$ cat config.mk
export PLATFORM = sky130hd
export DESIGN_NAME = fir_par3_serializer
export DESIGN_NICKNAME = d
export VERILOG_FILES = /design/src/rtl/fir_par3_serializer.sv
export SDC_FILE = /design/constraint.sdc
export NUM_CORES = 1
export LEC_CHECK = 0
export ABC_CLOCK_PERIOD_IN_PS = 4200
export CAP_MARGIN = 20
export CORE_MARGIN = 5
export CORE_UTILIZATION = 48
export DETAILED_ROUTE_END_ITERATION = 8
export GPL_TIMING_DRIVEN = 0
export MAX_ROUTING_LAYER = met4
export PLACE_DENSITY = 0.76
export SLEW_MARGIN = 20
export SYNTH_ARGS = -nofsm -noshare
export SYNTH_HDL_FRONTEND = slang
export SYNTH_SLANG_ARGS = --single-unit
$ cat constraint.sdc
create_clock -name clk -period 4.2 [get_ports clk]
set_input_delay 0.42 -clock clk [delete_from_list [all_inputs] [get_ports clk]]
set_output_delay 0.42 -clock clk [all_outputs]
set_load 0.01 [all_outputs]
$ cat src/rtl/fir_par3_serializer.sv
// Serializer behind the 3-parallel FIR: buffers blocks of (y(3k), y(3k+1), y(3k+2)) and emits them one per beat.
// Optional stall statistics port enabled by defining FIR_SER_STALL_STATS_EN.
module fir_par3_serializer #(
  parameter int DATA_WIDTH = 24,
  parameter int FIFO_DEPTH = 2
) (
  input  logic                  clk,
  input  logic                  reset,
  input  logic                  in_valid,
  output logic                  in_ready,
  input  logic [DATA_WIDTH-1:0] in_data1,
  input  logic [DATA_WIDTH-1:0] in_data2,
  input  logic [DATA_WIDTH-1:0] in_data3,
  output logic                  out_valid,
  input  logic                  out_ready,
  output logic [DATA_WIDTH-1:0] out_data,
  output logic [1:0]            out_phase,
  output logic                  out_last
`ifdef FIR_SER_STALL_STATS_EN
  ,
  output logic [15:0]           stall_cnt
`endif
);

  localparam int PTR_W = $clog2(FIFO_DEPTH);
  localparam logic [PTR_W:0] DEPTH_C = (PTR_W + 1)'(FIFO_DEPTH);

  typedef enum logic [1:0] {
    P0 = 2'd0,
    P1 = 2'd1,
    P2 = 2'd2
  } phase_t;

  phase_t             phase_reg, phase_next;
  logic [PTR_W-1:0]   wr_ptr_reg, wr_ptr_next;
  logic [PTR_W-1:0]   rd_ptr_reg, rd_ptr_next;
  logic [PTR_W:0]     count_reg, count_next;

  logic               push;
  logic               xfer;
  logic               pop;

  logic [DATA_WIDTH-1:0] in_lane   [3];
  logic [DATA_WIDTH-1:0] head_lane [3];

  assign in_lane[0] = in_data1;
  assign in_lane[1] = in_data2;
  assign in_lane[2] = in_data3;

  // in_ready deliberately ignores the same-cycle pop so out_ready never reaches in_ready.
  assign in_ready  = !reset && (count_reg < DEPTH_C);
  assign out_valid = !reset && (count_reg != '0);
  assign push      = in_valid && in_ready;
  assign xfer      = out_valid && out_ready;
  assign pop       = xfer && (phase_reg == P2);

  // One storage array per lane; the head entry is read straight from the registers.
  genvar gi;
  generate
    for (gi = 0; gi < 3; gi++) begin : g_lane
      logic [DATA_WIDTH-1:0] mem [FIFO_DEPTH];

      always_ff @(posedge clk) begin
        if (push) begin
          mem[wr_ptr_reg] <= in_lane[gi];
        end
      end

      assign head_lane[gi] = mem[rd_ptr_reg];
    end
  endgenerate

  always_ff @(posedge clk) begin
    if (reset) begin
      phase_reg  <= P0;
      wr_ptr_reg <= '0;
      rd_ptr_reg <= '0;
      count_reg  <= '0;
    end else begin
      phase_reg  <= phase_next;
      wr_ptr_reg <= wr_ptr_next;
      rd_ptr_reg <= rd_ptr_next;
      count_reg  <= count_next;
    end
  end

  always_comb begin
    phase_next = phase_reg;
    if (xfer) begin
      case (phase_reg)
        P0:      phase_next = P1;
        P1:      phase_next = P2;
        default: phase_next = P0;
      endcase
    end
  end

  always_comb begin
    wr_ptr_next = wr_ptr_reg;
    rd_ptr_next = rd_ptr_reg;
    count_next  = count_reg;
    if (push) begin
      wr_ptr_next = wr_ptr_reg + 1'b1;
    end
    if (pop) begin
      rd_ptr_next = rd_ptr_reg + 1'b1;
    end
    case ({push, pop})
      2'b10:   count_next = count_reg + 1'b1;
      2'b01:   count_next = count_reg - 1'b1;
      default: count_next = count_reg;
    endcase
  end

  always_comb begin
    out_data  = '0;
    out_phase = 2'd0;
    if (out_valid) begin
      out_phase = phase_reg;
      case (phase_reg)
        P0:      out_data = head_lane[0];
        P1:      out_data = head_lane[1];
        default: out_data = head_lane[2];
      endcase
    end
  end

  assign out_last = (out_phase == 2'd2);

`ifdef FIR_SER_STALL_STATS_EN
  logic [15:0] stall_cnt_reg;

  // Counts cycles where upstream offers a block that the full buffer refuses.
  always_ff @(posedge clk) begin
    if (reset) begin
      stall_cnt_reg <= 16'd0;
    end else if (in_valid && !in_ready && (stall_cnt_reg != 16'hFFFF)) begin
      stall_cnt_reg <= stall_cnt_reg + 16'd1;
    end
  end

  assign stall_cnt = stall_cnt_reg;
`endif

endmodule

==> metrics.cfg, run 1 <==
[clock_network]
cts_buffers=17
post_cts_buffers=0
cts_root_buf=clkbuf_16
insertion_delay_ns=0.42
clock-sinks=151
clk_pin_slew_worst_paths_ns=0.06
cts_tree=built
cts.path.max_buffers=2
htreeDepth=4
hold_buffers=0
cts_resized=0

[power]
ir_drop_uv=294
p_leak_nw=2.64
power_density_nw_per_um2=419

[synth]
synth_warnings=0
syn_area_um2=6140
syn_inst=398
yosysTopAreaCell=edfxtp_1
syn_area_per_cell_um2=15.4
ys_types=32
synthTopCellsByArea=edfxtp_1 (70%), nand3b_1 (4.4%), mux2_2 (4.0%)
synth-seq-cells=151
ys_seq_area_share_pct=72.8
syn_nets=475
yosysTopAreaCellShare_pct=70.5

[global_routing]
antenna_found_initial=0
grt_remaining_overflow=0
grtUsageTotal_pct=20.4
grt_pass1_vias=4117
grt_start_max_net_pins=54
grt_pass1_wl_mm=21.6

[placed_design]
io_buffers=103
placed_cells_incl_taps=677
placed_cell_area_um2=7500
dp_hpwl_mm=9.64
finalWeightedCongestion=0.744

[timing]
period_minus_slack_ns=2.95
setup_violations=0
tightest_slew_ns=0.679
relSlewSlack_pct=54.8
clock.fmax_mhz=338
maxSlewViolCount=0
fin_worst_skew_ns=0.0109
hold_viol=0
rsz0062_at_grt=false
finalCritPeriodShare_pct=70.4

[route]
dr.first_iter.drc_count=358
drt-total-wl_mm=14.7
drc_errors=0
first_pass_iters=5
routedWlPerCell_um=20.8
vias=3911
ant_nets=0
via_per_inst=5.54

[worst_hold_path]
min_path_type=in2reg
hp-start=reset

[layout]
final_common_cell=edfxtp_1
largest_reg_flops=144
fill_cells=938
final_area_um2=8020
layout.nets=601
layoutNonFillerInstCount=706
final_core_util_pct=63.8
multi_input_area_um2=1500
antennaDiodeCount=0
drive_above_1_share_pct=16.1
final_cell_mix=edfxtp_1 (144), clkdlybuf4s50_1 (103), nand2_1 (46), a21oi_1 (45), nand3b_1 (36)
register_area_um2=4460
area_growth_pct=30.7

[critical_path]
startpoint_type=register
path_max_fanout=10
cp_data_required_time_ns=3.78
cp.arrival_ns=2.53
critPathCaptureType=output port
worstSetupPathType=reg2out
r2r-start=count_reg[1]

[die]
initial_core_util_pct=48.8
fp.dieH_um=123
row_count=41
io_pins=105
die-area_um2=15100
die_w_um=123
core_um2=12600

[status]
status=finished clean

[run]
drv_cap=0

[cell type report]
class                      count  area share (%)
tap                          172            2.68
clock buffer                  21            5.49
buffer                        28            2.14
clock inverter                 8            1.05
inverter                       3           0.140
sequential                   151            55.7
multi-input combinational    216            18.7
timing repair buffer         107            14.1
[metal layers]
layer	routed length (µm)	GRT usage, %	vias to the layer above
met5	0	-	-
met4	432	10.9	0
met3	808	4.48	40
met2	7410	32.2	155
met1	6020	24.6	1927
li1	-	-	1789
[synthesized netlist by cell type]
master and number:
a21oi_1 45, nand3b_1 36, and3_1 1, mux2i_1 2
nor2_1 8, nor2b_1 1, ha_1 1, buf_2 17
xor2_1 1, mux4_2 2, nor2_4 1, buf_6 3
a32o_1 22, inv_1 3, o21bai_1 1, clkbuf_1 2
or3b_1 4, a211oi_1 2, mux2_2 22, or3b_2 4
edfxtp_1 144, xnor2_1 2, nand3_1 2, buf_4 6
dfxtp_1 7, or3_1 2, and2_1 1, and2b_1 1
nand2_1 46, o21ai_0 4, a21oi_2 4, nand3b_2 1
[cells by family (layout without fill, tap and decap cells)]
| group | Yosys count | in the layout | synth area share (%) |
|---|---|---|---|
| flops | 151 | 151 | 72.8 |
| buf+inv | 31 | 167 | 2.98 |
| compound gates | 78 | 78 | 8.52 |
| simple gates | 108 | 108 | 10.0 |
| mux | 26 | 26 | 5.10 |
| xor+xnor | 3 | 3 | 0.428 |
| fa+ha+maj | 1 | 1 | 0.204 |
[through the flow]
step	TNS (ns)	hold slack (ns)	power, mW	worst slack (ns)
floorplan	0	0.480	1.85	0.976
global placement	-10.42	0.488	1.99	-0.150
detailed placement	0	0.520	2.00	1.69
CTS	0	0.275	3.38	1.23
global route	0	0.304	3.46	1.04
finish	0	0.301	3.36	1.25
[worst max-delay path: stages, from the launching register on]
cell and delay [ns]:
dfxtp_1 0.31, buf_2 0.19, clkbuf_1 0.55, a21oi_1 0.10, a32o_1 0.25, a21oi_1 0.16, clkdlybuf4s50_1 0.56
[final timing paths]
path                        to  slack (ns)  depth (start not counted)
setup / recovery  out_data[13]        1.25                          6
hold / removal      wr_ptr_reg        0.30                          2
setup reg to reg  count_reg[1]        2.06                          7
hold reg to reg   count_reg[1]        0.53                          2
[power breakdown]
group	switching [mW]	leakage [nW]	total (mW)	internal, mW
combinational	0.113	1.01	0.239	0.125
sequential	0.0168	1.38	1.74	1.72
clock	0.533	0.254	1.38	0.851
Power figures use the tool's default switching activity.
==> run 2, diff against run 1 <==
--- a/config.mk
+++ b/config.mk
@@ -5,14 +5,14 @@
 export SDC_FILE = /design/constraint.sdc
 export NUM_CORES = 1
 export LEC_CHECK = 0
-export ABC_CLOCK_PERIOD_IN_PS = 4200
+export ABC_CLOCK_PERIOD_IN_PS = 3000
 export CAP_MARGIN = 20
 export CORE_MARGIN = 5
-export CORE_UTILIZATION = 48
+export CORE_UTILIZATION = 53
 export DETAILED_ROUTE_END_ITERATION = 8
 export GPL_TIMING_DRIVEN = 0
 export MAX_ROUTING_LAYER = met4
-export PLACE_DENSITY = 0.76
+export PLACE_DENSITY = 0.8
 export SLEW_MARGIN = 20
 export SYNTH_ARGS = -nofsm -noshare
 export SYNTH_HDL_FRONTEND = slang
==> constraint.sdc (replaced) <==
create_clock -name clk -period 3 [get_ports clk]
set_input_delay 0.3 -clock clk [delete_from_list [all_inputs] [get_ports clk]]
set_output_delay 0.3 -clock clk [all_outputs]
set_load 0.01 [all_outputs]
==> metrics.cfg, run 2 (same netlist as run 1, synthesis figures left out) <==
[global_routing]
grtUsageTotal_pct=21.5  ; was 20.4%
grt_pass1_wl_mm=22.3  ; was 21.6 mm
grt_remaining_overflow=0  ; unchanged
antenna_found_initial=0  ; unchanged
grt_start_max_net_pins=51  ; was 54
grt_pass1_vias=4203  ; was 4,117

[layout]
drive_above_1_share_pct=16.8  ; was 16.1%
fill_cells=754  ; was 938
final_common_cell=edfxtp_1  ; unchanged
layout.nets=600  ; was 601
antennaDiodeCount=0  ; unchanged
largest_reg_flops=144  ; unchanged
final_cell_mix=edfxtp_1 (144), clkdlybuf4s50_1 (103), nand2_1 (46), a21oi_1 (45), nand3b_1 (36)  ; unchanged
area_growth_pct=30.7  ; about the same

[clock_network]
cts.path.max_buffers=2  ; unchanged
clock-sinks=151  ; unchanged
clk_pin_slew_worst_paths_ns=0.06  ; about the same
cts_tree=built  ; unchanged
htreeDepth=4  ; unchanged
hold_buffers=0  ; unchanged
cts_buffers=17  ; unchanged
cts_root_buf=clkbuf_16  ; unchanged
post_cts_buffers=0  ; unchanged
insertion_delay_ns=0.41  ; was 0.42 ns
cts_resized=0  ; unchanged

[timing]
worst_slack_ns=0.184  ; was 1.25 ns
relSlewSlack_pct=46.4  ; was 54.8%
finalCritPeriodShare_pct=93.9
setup-tns-final_ns=0  ; unchanged
setup_violations=0  ; unchanged
tightest_slew_ns=0.802  ; was 0.679 ns
clock.fmax_mhz=355
period_minus_slack_ns=2.82
fin_worst_skew_ns=0.00755  ; was 0.0109 ns
maxSlewViolCount=0  ; unchanged
hold_viol=0  ; unchanged
rsz0062_at_grt=false  ; unchanged

[die]
initial_core_util_pct=54.0  ; was 48.8%
die-area_um2=13800  ; was 15,100 µm²
row_count=39  ; was 41
io_pins=105  ; unchanged
fp.dieH_um=118  ; was 123 µm
die_w_um=118  ; was 123 µm
core_um2=11400  ; was 12,600 µm²

[route]
dr.first_iter.drc_count=395  ; was 358
routedWlPerCell_um=21.1  ; was 20.8 µm
drc_errors=0  ; unchanged
wl_met2_mm=7.40  ; was 7.41 mm
drt-total-wl_mm=14.3  ; was 14.7 mm
drt-met1-wl_mm=5.72  ; was 6.02 mm
ant_nets=0  ; unchanged
maxUsedRoutingLayer=met4  ; unchanged
first_pass_iters=5  ; unchanged
via_per_inst=5.77  ; was 5.54
wl_met3_um=947  ; was 808 µm
vias=3909  ; was 3,911

[placed_design]
io_buffers=103  ; unchanged
dp_hpwl_mm=9.24  ; was 9.64 mm
finalWeightedCongestion=0.770  ; was 0.744
pre_cts_slack_ns=0.635  ; was 1.69 ns

[critical_path]
max_stage_delay_ns=0.56  ; about the same
path_max_fanout=10  ; unchanged
cp_data_required_time_ns=2.70  ; was 3.78 ns
worst_r2r_endpoint=count_reg[1]  ; unchanged
r2r-start=count_reg[1]  ; unchanged
startpoint_type=register  ; unchanged
crit_path_frequent_cell=a21oi_1  ; unchanged
worstSetupPathType=reg2out  ; unchanged
critPathCaptureType=output port  ; unchanged
path_cells=buf_2 -> clkbuf_1 -> a21oi_1 -> a32o_1 -> a21oi_1 -> clkdlybuf4s50_1  ; unchanged
r2r_slack_ns=0.81  ; was 2.06 ns
cp_slowest_cell=clkdlybuf4s50_1  ; unchanged
rr_worst_depth=7  ; unchanged
cp.arrival_ns=2.52  ; was 2.53 ns

[power]
power_density_nw_per_um2=611  ; was 419 nW/µm²
switching_share_pct=19.2  ; was 19.7%
sequentialPowerShare_pct=49.6  ; was 51.7%
p_comb_share_pct=6.6  ; was 7.1%
ir_drop_uv=318  ; was 294 µV
p_leak_nw=2.66  ; was 2.64 nW
power_frac_clock_pct=43.8  ; was 41.2%
p_switching_mw=0.942  ; was 0.663 mW
internal_power_mw=3.95  ; was 2.70 mW

[run]
drv_cap=0  ; unchanged

[status]
status=finished clean  ; unchanged

[worst_hold_path]
worst_hold_path.endpoint=rd_ptr_reg  ; was wr_ptr_reg
min_path_type=in2reg  ; unchanged
hp-start=reset  ; unchanged
hold_depth=2  ; unchanged

[run 2: cell types whose count changed in the layout (fill, tap and decap cells not counted), sizes merged]
| cell | previous run | this run |
|---|---|---|
| clkinv | 6 | 5 |
| bufinv | 2 | 4 |
| buf | 30 | 29 |
| clkinvlp | 0 | 1 |
[run 2: critical path: cells and delay by family (launching register included)]
kind | cells | cell delay, ns
buf+inv | 3 | 1.28
compound gates | 3 | 0.52
flops | 1 | 0.30
[run 2: stage by stage]
stage	util (%)	power, mW	hold WS (ns)	area [µm²]	instances
4_1_cts	70.5	4.93	0.147	8020	678
6_report	70.5	4.90	0.174	8020	678
2_1_floorplan	-	2.59	0.399	6140	398
3_3_place_gp	64.7	2.78	0.488	7350	644
5_1_grt	70.5	5.05	0.162	8020	678
3_5_place_dp	65.3	2.80	0.520	7430	647
[run 2: per-layer routing]
layer	up-vias	global-route usage (%)
met5	-	-
met4	0	8.39
met2	165	35.1
li1	1790	-
met1	1933	25.3
met3	21	6.20
[run 2: how the worst max path moves through the flow]
stage / endpoint / cells after the start / slack [ns]
after global routing: out_data[5] / 6 / 0.09
after floorplan: g_lane[0].mem[1][0] / 3 / 0.10
after detailed placement: out_data[11] / 6 / 0.63
final: out_data[15] / 6 / 0.18
after global placement: g_lane[0].mem[1][8] / 2 / -0.86
after CTS: out_data[15] / 6 / 0.16
[run 2: area by class of cell]
type / count / area, µm² / share of cell area [%]
inverters: 3 / 11.3 / 0.140
clock buffers: 21 / 440 / 5.49
flip-flops and latches: 151 / 4460 / 55.7
repair buffers: 106 / 1100 / 13.7
plain buffers: 28 / 171 / 2.14
multi-input cells: 216 / 1500 / 18.7
well taps: 143 / 179 / 2.23
clock inverters: 10 / 154 / 1.92
[run 2: power groups by stage]
stage	sequential [mW]	combinational, mW	clock [mW]
final	2.43	0.324	2.14
after global placement	2.47	0.302	0
after detailed placement	2.47	0.323	0
after global routing	2.43	0.347	2.27
after floorplan	2.47	0.124	0
after CTS	2.43	0.326	2.17
==> run 3, diff against run 2 <==
--- a/config.mk
+++ b/config.mk
@@ -9,6 +9,8 @@
 export CAP_MARGIN = 20
 export CORE_MARGIN = 5
 export CORE_UTILIZATION = 53
+export CTS_CLUSTER_DIAMETER = 150
+export CTS_CLUSTER_SIZE = 30
 export DETAILED_ROUTE_END_ITERATION = 8
 export GPL_TIMING_DRIVEN = 0
 export MAX_ROUTING_LAYER = met4
==> results of run 3 <==
Same layout as run 2: the final DEF is identical, and so are final timing and power.
